### src/rtl/int_arb_pkg.sv
// Shared types and default sizing for the integer stream arbiter family.
package int_arb_pkg;

  // Default sizing used by system tops that do not override the parameters.
  localparam int DEF_NUM_IN = 4;
  localparam int DEF_BURST  = 4;
  localparam int DEF_ID_W   = $clog2(DEF_NUM_IN);
  localparam int CNT_W      = 32;

  // Source index of a word, sized for the default input count.
  typedef logic [DEF_ID_W-1:0] src_id_t;

  // Per-input transfer counter; wraps naturally at 2^32.
  typedef logic [CNT_W-1:0] cnt_t;

endpackage

### src/rtl/int_rr_pick.sv
// Cyclic first-set search: finds the first asserted request after ptr,
// wrapping around so that ptr itself is considered last.
module int_rr_pick #(
  parameter int NUM_IN = 4,
  parameter int ID_W   = $clog2(NUM_IN)
) (
  input  logic [NUM_IN-1:0] req,
  input  logic [ID_W-1:0]   ptr,
  output logic [ID_W-1:0]   gnt_idx,
  output logic              any
);

  function automatic logic [ID_W-1:0] wrap_idx(input int base, input int step);
    return ID_W'((base + step) % NUM_IN);
  endfunction

  // Walk the candidates from furthest to nearest so the nearest asserted
  // request (starting at ptr+1) is the one that survives.
  always_comb begin
    gnt_idx = '0;
    any     = |req;
    for (int k = NUM_IN; k >= 1; k--) begin
      if (req[wrap_idx(int'(ptr), k)]) begin
        gnt_idx = wrap_idx(int'(ptr), k);
      end
    end
  end

endmodule

### src/rtl/int_stream_rr_arbiter.sv
// Round-robin arbiter with bounded bursts that merges NUM_IN valid/ready
// integer streams into one registered output carrying the source index,
// and keeps a wrapping transfer counter per input.
module int_stream_rr_arbiter
  import int_arb_pkg::*;
#(
  parameter  int NUM_IN = DEF_NUM_IN,
  parameter  int WIDTH  = 32,
  parameter  int BURST  = DEF_BURST,
  localparam int ID_W   = $clog2(NUM_IN)
) (
  input  logic                    clk,
  input  logic                    rstn,
  input  logic [NUM_IN-1:0]       in_valid,
  input  logic [NUM_IN*WIDTH-1:0] in_data,
  output logic [NUM_IN-1:0]       in_ready,
  output logic                    out_valid,
  output logic [WIDTH-1:0]        out_data,
  output logic [ID_W-1:0]         out_id,
  input  logic                    out_ready,
  output logic [NUM_IN*CNT_W-1:0] xfer_cnt
);

  localparam int BW = $clog2(BURST + 1);

  logic [ID_W-1:0]  owner;
  logic [BW-1:0]    burst_cnt;
  logic [ID_W-1:0]  pick_idx;
  logic             pick_any;
  logic [ID_W-1:0]  grant;
  logic             keep;
  logic             load_ok;
  logic             xfer;
  logic [WIDTH-1:0] in_word [NUM_IN];

  for (genvar i = 0; i < NUM_IN; i++) begin : gen_word
    assign in_word[i] = in_data[i*WIDTH +: WIDTH];
  end

  int_rr_pick #(
    .NUM_IN (NUM_IN),
    .ID_W   (ID_W)
  ) u_pick (
    .req     (in_valid),
    .ptr     (owner),
    .gnt_idx (pick_idx),
    .any     (pick_any)
  );

  // The output register can take a new word when empty or draining this cycle.
  assign load_ok = !out_valid || out_ready;

  // A burst_cnt of zero only occurs after reset and means nobody owns the
  // stream yet, so the first grant comes from the cyclic search (input 0 first).
  assign keep  = in_valid[owner] && (burst_cnt != '0) && (burst_cnt < BW'(BURST));
  assign grant = keep ? owner : pick_idx;
  assign xfer  = |in_ready;

  // Ready goes only to the granted input, and never while in reset.
  always_comb begin
    in_ready = '0;
    if (rstn && load_ok && pick_any) begin
      in_ready[grant] = 1'b1;
    end
  end

  // Single-entry output register: load on a transfer, clear once drained.
  always_ff @(posedge clk or negedge rstn) begin
    if (!rstn) begin
      out_valid <= 1'b0;
      out_data  <= '0;
      out_id    <= '0;
    end else if (load_ok) begin
      out_valid <= xfer;
      if (xfer) begin
        out_data <= in_word[grant];
        out_id   <= grant;
      end
    end
  end

  // Ownership and burst length; a new owner or an exhausted burst restarts at 1.
  always_ff @(posedge clk or negedge rstn) begin
    if (!rstn) begin
      owner     <= ID_W'(NUM_IN - 1);
      burst_cnt <= '0;
    end else if (xfer) begin
      if (keep) begin
        burst_cnt <= burst_cnt + BW'(1);
      end else begin
        owner     <= grant;
        burst_cnt <= BW'(1);
      end
    end
  end

  for (genvar i = 0; i < NUM_IN; i++) begin : gen_cnt
    cnt_t cnt_q;

    // Count accepted transfers on this input, wrapping at 2^32.
    always_ff @(posedge clk or negedge rstn) begin
      if (!rstn) begin
        cnt_q <= '0;
      end else if (in_valid[i] && in_ready[i]) begin
        cnt_q <= cnt_q + CNT_W'(1);
      end
    end

    assign xfer_cnt[i*CNT_W +: CNT_W] = cnt_q;
  end

endmodule

### config.mk
export PLATFORM = sky130hd
export DESIGN_NAME = int_stream_rr_arbiter
export DESIGN_NICKNAME = d
export VERILOG_FILES = /design/src/rtl/int_arb_pkg.sv /design/src/rtl/int_rr_pick.sv /design/src/rtl/int_stream_rr_arbiter.sv
export SDC_FILE = /design/constraint.sdc
export NUM_CORES = 1
export LEC_CHECK = 0
export BUFFER_PORTS_ARGS = -buffer_cell sky130_fd_sc_hd__buf_2
export CAP_MARGIN = 30
export CORE_UTILIZATION = 40
export DETAILED_ROUTE_END_ITERATION = 10
export MAX_ROUTING_LAYER = met4
export PLACE_DENSITY_LB_ADDON = 0.25
export SYNTH_ARGS = -nofsm -noshare
export SYNTH_HDL_FRONTEND = slang
export SYNTH_HIERARCHICAL = 1
export SYNTH_SLANG_ARGS = --single-unit
### constraint.sdc
create_clock -name clk -period 3.4 [get_ports clk]
set_clock_uncertainty 0.05 [all_clocks]
set_input_delay 0.34 -clock clk [delete_from_list [all_inputs] [get_ports clk]]
set_output_delay 0.34 -clock clk [all_outputs]
set_load 0.01 [all_outputs]
==> impl_results.md, run 1 <==
- FFs w/ async S/R, synth: 1.00
- Top delay family on crit path: simple AND/OR/NAND/NOR gates
- Most used cell, CP: nand2b_1
- Post-synthesis cell type count: 49
- Drt via density: 5.23
- EDFF count, synth: 0
- DIE AREA: around 21000 sq um
- Die width: 145 microns
- Synth warnings: 6
- Element type at the critical path end: flip-flop
- Final WS setup: about 0.39 ns
- Root buf cell: clkbuf_16
- First-pass GRT wire length: ~36 mm
- # setup viols final: 0
- Max Cap Viol: 0
- Clock transition at path regs: 0.08 ns
- R2R Setup Slk: about 0.4 ns
- Buf/Inv on CP: 0
- Largest net degree at the start of global routing: about 170
- Post-CTS Setup Repair Bufs: 0
- Global-route met1 utilization: 0.279
- Hpwl dp: 16.0 mm
- Row cnt: 51
- Vias: between 7000 and 8000
- CP peak stage delay: around 0.62 ns
- RR Endpoint: gen_cnt[1].cnt_q[24]$_DFFE_PN0P_
- Post-placement setup slack: 0.399 ns
- Worst Hold Slack: -0.0191 ns
- Reg2Reg Depth: 9
- Hold-fix buffers at CTS: 0
- Pwr Density: ~630 nW/um^2
- Wirelength per Cell: between 15 and 20 microns
- Most common flop cell mapped by yosys: dfrtp_1
- Cell count after synthesis: 780
- Required time worst endpoint: 3.65 ns
- Die Y: approximately 140 microns
- Core box area: a little under 20000 sq um
- Dominant cell type by area after synthesis: dfrtp_1
- CP max-delay cell: dfstp_2
- Detailed router's first-iteration violation count: between 400 and 500
- Initial antenna violation count: 2
- DR pass1 iterations: 8
- Antenna Nets Post-Route: 0
- Final hold viol count: 32
- Peak Freq: about 330 MHz
- Leak pwr: around 5.2 nW
- Gpl congestion: 0.900
- CTS tree: built
- Top cells by area, synth: dfrtp_1 51%, xnor2_1 11%, a21oi_1 4.3%, a222oi_1 3.9%, nand3_1 3.5%
- Mean post-synth cell area: around 10 sq um
- GR Layer Usage met3: 0.0415
- Commonest non-fill, non-tap cell in the layout: buf_2
- Initial Utilization: 0.413
- Synthesized cell area: slightly above 8000 sq um
- Failing checks: hold timing
- Count of input and output buffers: 301
- Max-slew headroom: 0.353
- H-tree lvl count: 4
- Critical path startpoint category: flip-flop
- Clock sinks: about 170
- Most frequent cells in the layout: 300 x buf_2, 166 x dfrtp_1, 101 x xnor2_1
- Area grow syn2layout: 29.2%
- Crit Path Category: reg -> reg
- CP max FO: 17
- Tmin final: about 3 ns
- Post-synth top area share: 0.508
- Drt drc: 0
- Status: finished with violations
- Critical-path cell list: nand2b_1 -> a21oi_2 -> o221ai_2 -> nand2b_1 -> o21bai_1 -> a211oi_2 -> and3_1 -> nand4_1 -> xnor2_1
- Hold WC Path Type: in -> async
- Final global-route overflow total: 0
- GRT Max-Usage Layer: met2
- GRT Overall Usage: 0.219
- Worst-case clock buffer depth: 2
- Sequential share of the synthesized area: 0.514
- Final-report max-slew violation count: 0
- Final Cycle Share: 0.884
- GR Layer Usage met2: 0.342
- CTS Buf Count: 17
- Setup TNS: 0 ns
- I/O pin total: 302
- Yosys reg bits: approximately 170
- Worst-Skew Late Latency: 0.43 ns
- Post-Synthesis Net Count: between 900 and 1000
- Post-cts gate resize count: 0
- Final #Nets: about 1200
- Worst r2r src: owner[1]$_DFFE_PN1P_
- Final WL: roughly 22 mm
- RSZ-0062 raised after global routing: no
- Worst slew pin tran: just under 1 ns
- Share of cells above drive strength 1: 0.342
- Vias in the first global route: approximately 6900
- Critical path arrival: 3.25 ns
- Peak supply drop: between 0.3 and 0.4 mV
report_power, final:
group	switching, W	internal (W)	total [W]
clock network	0.000900	0.00101	0.00190
logic	0.00132	0.000884	0.00221
registers	0.000260	0.00231	0.00257
state kept, by name, summed over array words and instances (netlist names):
| name | count |
|---|---|
| gen_cnt.cnt_q | 128 |
| out_data | 32 |
| burst_cnt | 3 |
| out_id | 2 |
| owner | 2 |
| out_valid | 1 |
metal layers:
| metal | up-vias | routed length [microns] | part of all wire |
|---|---|---|---|
| met5 | - | 0 | 0 |
| met4 | 0 | 541 | 0.024 |
| met3 | 31 | 1110 | 0.050 |
| met2 | 241 | 10900 | 0.49 |
| met1 | 3430 | 9810 | 0.44 |
| li1 | 3394 | - | - |
layout make-up:
| type | instances | area (sq um) |
|---|---|---|
| clock inverter | 14 | 143 |
| sequential | 168 | 4210 |
| fill | 1807 | 9220 |
| timing repair buffer | 314 | 1620 |
| inverter | 15 | 56.3 |
| multi-input combinational | 561 | 3760 |
| antenna | 2 | 5.00 |
| tap | 265 | 332 |
| clock buffer | 18 | 439 |
per-stage QoR:
| step | instances | total power, W | util | hold WS [ns] | area, sq um |
|---|---|---|---|---|---|
| 2_1_floorplan | 780 | 0.00396 | - | -0.00559 | 8180 |
| 3_3_place_gp | 1323 | 0.00478 | 0.504 | 0.403 | 9980 |
| 3_5_place_dp | 1323 | 0.00482 | 0.504 | 0.408 | 9980 |
| 4_1_cts | 1355 | 0.00676 | 0.534 | 0.0930 | 10600 |
| 5_1_grt | 1357 | 0.00710 | 0.534 | 0.107 | 10600 |
| 6_report | 1357 | 0.00668 | 0.534 | -0.0191 | 10600 |
synthesized netlist by cell type, types with 3 or more instances:
master	count
and2_1	11
ha_1	6
nor2_1	63
dfrtp_1	166
nand2b_1	5
a21oi_1	70
inv_1	15
buf_2	5
buf_4	3
nand3_1	57
nand4_1	39
nor3_1	9
o21ai_0	3
xor2_1	23
nor4_1	3
nand2_1	63
and4_1	10
and3_1	28
clkbuf_1	26
xnor2_1	101
a222oi_1	32
mux2_2	6
worst max-delay path by stage:
stage,start,cells past startpoint,slack [ns],end
final,owner[1]$_DFFE_PN1P_,9,0.39,gen_cnt[1].cnt_q[24]$_DFFE_PN0P_
after CTS,burst_cnt[0]$_DFFE_PN0P_,8,0.38,in_ready[2]
after global placement,owner[0]$_DFFE_PN1P_,9,0.47,gen_cnt[1].cnt_q[22]$_DFFE_PN0P_
after floorplan,owner[1]$_DFFE_PN1P_,11,0.69,gen_cnt[1].cnt_q[22]$_DFFE_PN0P_
after detailed placement,owner[1]$_DFFE_PN1P_,9,0.40,gen_cnt[1].cnt_q[24]$_DFFE_PN0P_
after global routing,owner[1]$_DFFE_PN1P_,9,0.20,gen_cnt[1].cnt_q[25]$_DFFE_PN0P_
logic make-up after synthesis:
kind of cell               share of synthesized area
and+or+nand+nor                                0.191
buffers and inverters                         0.0265
muxes                                         0.0168
DFF                                            0.514
adders and majority gates                    0.00918
xor gates and xnor gates                       0.133
AOI/OAI and AO/OA                              0.109
No activity file was read; power rests on OpenSTA's default activity.
==> run 2, diff against run 1 <==
- BUFFER_PORTS_ARGS: -buffer_cell sky130_fd_sc_hd__buf_2 -> -buffer_cell sky130_fd_sc_hd__buf_4
==> run 2 against run 1 <==
Net effect: via count down 0.38%; sequential power about the same; critical path type is now reg -> out; highest routed layer unchanged; the flow now finishes without violations; critical path depth down 1; setup slack worse by 0.050 ns.
==> impl_results.md, run 2 (synthesis results as in run 1) <==
- Status: finished clean (was finished with violations)
- Post-cts gate resize count: 0 (unchanged)
- Die width: 145 microns (unchanged)
- I/O pin total: 302 (unchanged)
- Buf/Inv on CP: 4 (was 0)
- Element type at the critical path end: output pin (was flip-flop)
- # setup viols final: 0 (unchanged)
- Max-slew headroom: 0.387 (was 0.353)
- Critical path startpoint category: flip-flop (unchanged)
- Area grow syn2layout: 38.5% (was 29.2%)
- RSZ-0062 raised after global routing: no (unchanged)
- Crit Path Category: reg -> out (was reg -> reg)
- Wirelength per Cell: 16.8 microns (was 16.5 microns)
- Tmin final: 3.06 ns (was 3.01 ns)
- Initial antenna violation count: 1 (was 2)
- Critical-path cell list: buf_4 -> nand2b_1 -> a21oi_1 -> inv_1 -> o32ai_4 -> buf_4 -> and2_1 -> buf_4 (was nand2b_1 -> a21oi_2 -> o221ai_2 -> nand2b_1 -> o21bai_1 -> a211oi_2 -> and3_1 -> nand4_1 -> xnor2_1)
- Combinational power share: 0.352 (was 0.330)
- Final #Nets: 1218 (unchanged)
- Peak Freq: 327 MHz (was 333 MHz)
- DR pass1 iterations: 6 (was 8)
- CP peak stage delay: 0.53 ns (was 0.62 ns)
- First-pass GRT wire length: 36.8 mm (was 35.7 mm)
- Critical path arrival: 2.67 ns (was 3.25 ns)
- Peak supply drop: 0.309 mV (was 0.331 mV)
- Flop pwr share: 0.371 (was 0.385)
- Detailed router's first-iteration violation count: 472 (was 479)
- Count of input and output buffers: 301 (unchanged)
- Most frequent cells in the layout: 312 x buf_4, 166 x dfrtp_1, 101 x xnor2_1 (was 300 x buf_2, 166 x dfrtp_1, 101 x xnor2_1)
- Antenna Nets Post-Route: 0 (unchanged)
- GRT Overall Usage: 0.226 (was 0.219)
- Register with the most flip-flops: gen_cnt.cnt_q (unchanged)
- Vias in the first global route: 7096 (was 6877)
- Post-CTS Setup Repair Bufs: 0 (unchanged)
- Most used cell, CP: buf_4 (was nand2b_1)
- Final-report max-slew violation count: 0 (unchanged)
- Largest net degree at the start of global routing: 169 (unchanged)
- Pwr Density: 612 nW/um^2 (was 633 nW/um^2)
- CP max FO: 14 (was 17)
- Clock sinks: 168 (unchanged)
- Reg2Reg Depth: 9 (unchanged)
- Hpwl dp: 16.5 mm (was 16.0 mm)
- Largest register FFs: 128 (unchanged)
- Clock transition at path regs: 0.07 ns (was 0.08 ns)
- P_sw: 0.00249 W (was 0.00248 W)
- Setup TNS: 0 ns (unchanged)
- Final WL: 22.8 mm (was 22.4 mm)
- Hold WC Path Type: in -> async (unchanged)
- R2R Setup Slk: 0.36 ns (was 0.39 ns)
- Hold-fix buffers at CTS: 0 (unchanged)
- Regs by FF count: gen_cnt.cnt_q: 128 flops, out_data: 32 flops, burst_cnt: 3 flops (unchanged)
- CTS tree: built (unchanged)
- Final Cycle Share: 0.899 (was 0.884)
- Switching share of power: 0.360 (was 0.372)
- Worst-Skew Late Latency: 0.43 ns (about the same)
- Final global-route overflow total: 0 (unchanged)
- Final instance area: 11300 sq um (was 10600 sq um)
- RR Endpoint: gen_cnt[1].cnt_q[20]$_DFFE_PN0P_ (was gen_cnt[1].cnt_q[24]$_DFFE_PN0P_)
- Drt drc: 0 (unchanged)
- Die Y: 145 microns (unchanged)
- Final hold viol count: 0 (was 32)
- Gpl congestion: 0.866 (was 0.900)
- Initial Utilization: 0.413 (unchanged)
- H-tree lvl count: 4 (unchanged)
- Worst Hold Slack: 0.0219 ns (was -0.0191 ns)
- Worst r2r src: owner[1]$_DFFE_PN1P_ (unchanged)
- Share of cells above drive strength 1: 0.342 (unchanged)
- Int Pwr: 0.00443 W (was 0.00420 W)
- Commonest non-fill, non-tap cell in the layout: buf_4 (was buf_2)
- Dpl cell area: 10700 sq um (was 9980 sq um)
- Core box area: 19800 sq um (unchanged)
- Leak pwr: 5.38 nW (was 5.24 nW)
- Worst slew pin tran: 0.920 ns (was 0.971 ns)
- CP max-delay cell: dfstp_2 (unchanged)
- Root buf cell: clkbuf_16 (unchanged)
- Clock power frac: 0.278 (was 0.285)
- Vias: 7069 (was 7096)
- Row cnt: 51 (unchanged)
- DIE AREA: 21000 sq um (unchanged)
- Top delay family on crit path: compound AO/OA/AOI/OAI gates (was simple AND/OR/NAND/NOR gates)
- CTS Buf Count: 17 (unchanged)
- Required time worst endpoint: 3.01 ns (was 3.65 ns)
- Drt via density: 5.21 (was 5.23)
- Max Cap Viol: 0 (unchanged)
- Worst-case clock buffer depth: 2 (unchanged)
run 2: cell types whose count changed in the layout (fill, tap and decap cells not counted):
cell / delta
buf_2: -300
clkinv_8: +1
inv_6: -4
clkbuf_8: -1
bufinv_16: +1
diode_2: -1
clkinvlp_4: +5
inv_8: -3
buf_4: +300
clkinv_4: +1
run 2: layer usage:
metal  global-route usage  share of wire  vias up  wire (microns)
li1                     -              -     3400               -
met1                0.282           0.43     3410            9930
met2                0.368           0.49      236           11200
met3               0.0431          0.054       23            1240
met4               0.0750          0.019        0             437
met5                    -              0        -               0
run 2: worst max path at each step:
stage,from,to,slack (ns),cells after the start
floorplan,owner[1]$_DFFE_PN1P_,gen_cnt[1].cnt_q[22]$_DFFE_PN0P_,0.69,11
global placement,owner[1]$_DFFE_PN1P_,gen_cnt[1].cnt_q[31]$_DFFE_PN0P_,0.50,9
detailed placement,owner[1]$_DFFE_PN1P_,gen_cnt[1].cnt_q[22]$_DFFE_PN0P_,0.40,9
CTS,owner[0]$_DFFE_PN1P_,in_ready[2],0.32,8
global route,owner[1]$_DFFE_PN1P_,gen_cnt[1].cnt_q[22]$_DFFE_PN0P_,0.16,9
finish,owner[0]$_DFFE_PN1P_,in_ready[2],0.34,8
run 2: cell type report:
type | instances | area (sq um)
sequential | 168 | 4210
inverter | 15 | 56.3
tap | 265 | 332
fill | 1737 | 8460
clock inverter | 15 | 166
clock buffer | 17 | 425
antenna | 1 | 2.50
multi-input combinational | 561 | 3760
timing repair buffer | 314 | 2370
run 2: stage by stage:
stage / instances / total power, W / utilization / setup WS, ns
floorplan: 780 / 0.00396 / - / 0.688
global placement: 1323 / 0.00502 / 0.542 / 0.499
detailed placement: 1323 / 0.00504 / 0.542 / 0.396
CTS: 1355 / 0.00699 / 0.572 / 0.317
global route: 1356 / 0.00732 / 0.572 / 0.162
finish: 1356 / 0.00693 / 0.572 / 0.343
run 2: power groups by stage:
stage | clock (W) | sequential (W) | combinational, W
2_1_floorplan | 0 | 0.00269 | 0.00127
3_3_place_gp | 0 | 0.00258 | 0.00244
3_5_place_dp | 0 | 0.00259 | 0.00245
4_1_cts | 0.00197 | 0.00256 | 0.00245
5_1_grt | 0.00205 | 0.00261 | 0.00266
6_report | 0.00192 | 0.00257 | 0.00243
run 2: worst register-to-register path, cell delays in order (launching register included):
cell and delay, ns:
dfstp_2 0.62, nand2b_1 0.15, a21oi_2 0.06, o221ai_2 0.35, nand2b_1 0.15, o21bai_1 0.25
a211oi_2 0.30, and3_1 0.61, nand4_1 0.20, xnor2_1 0.17
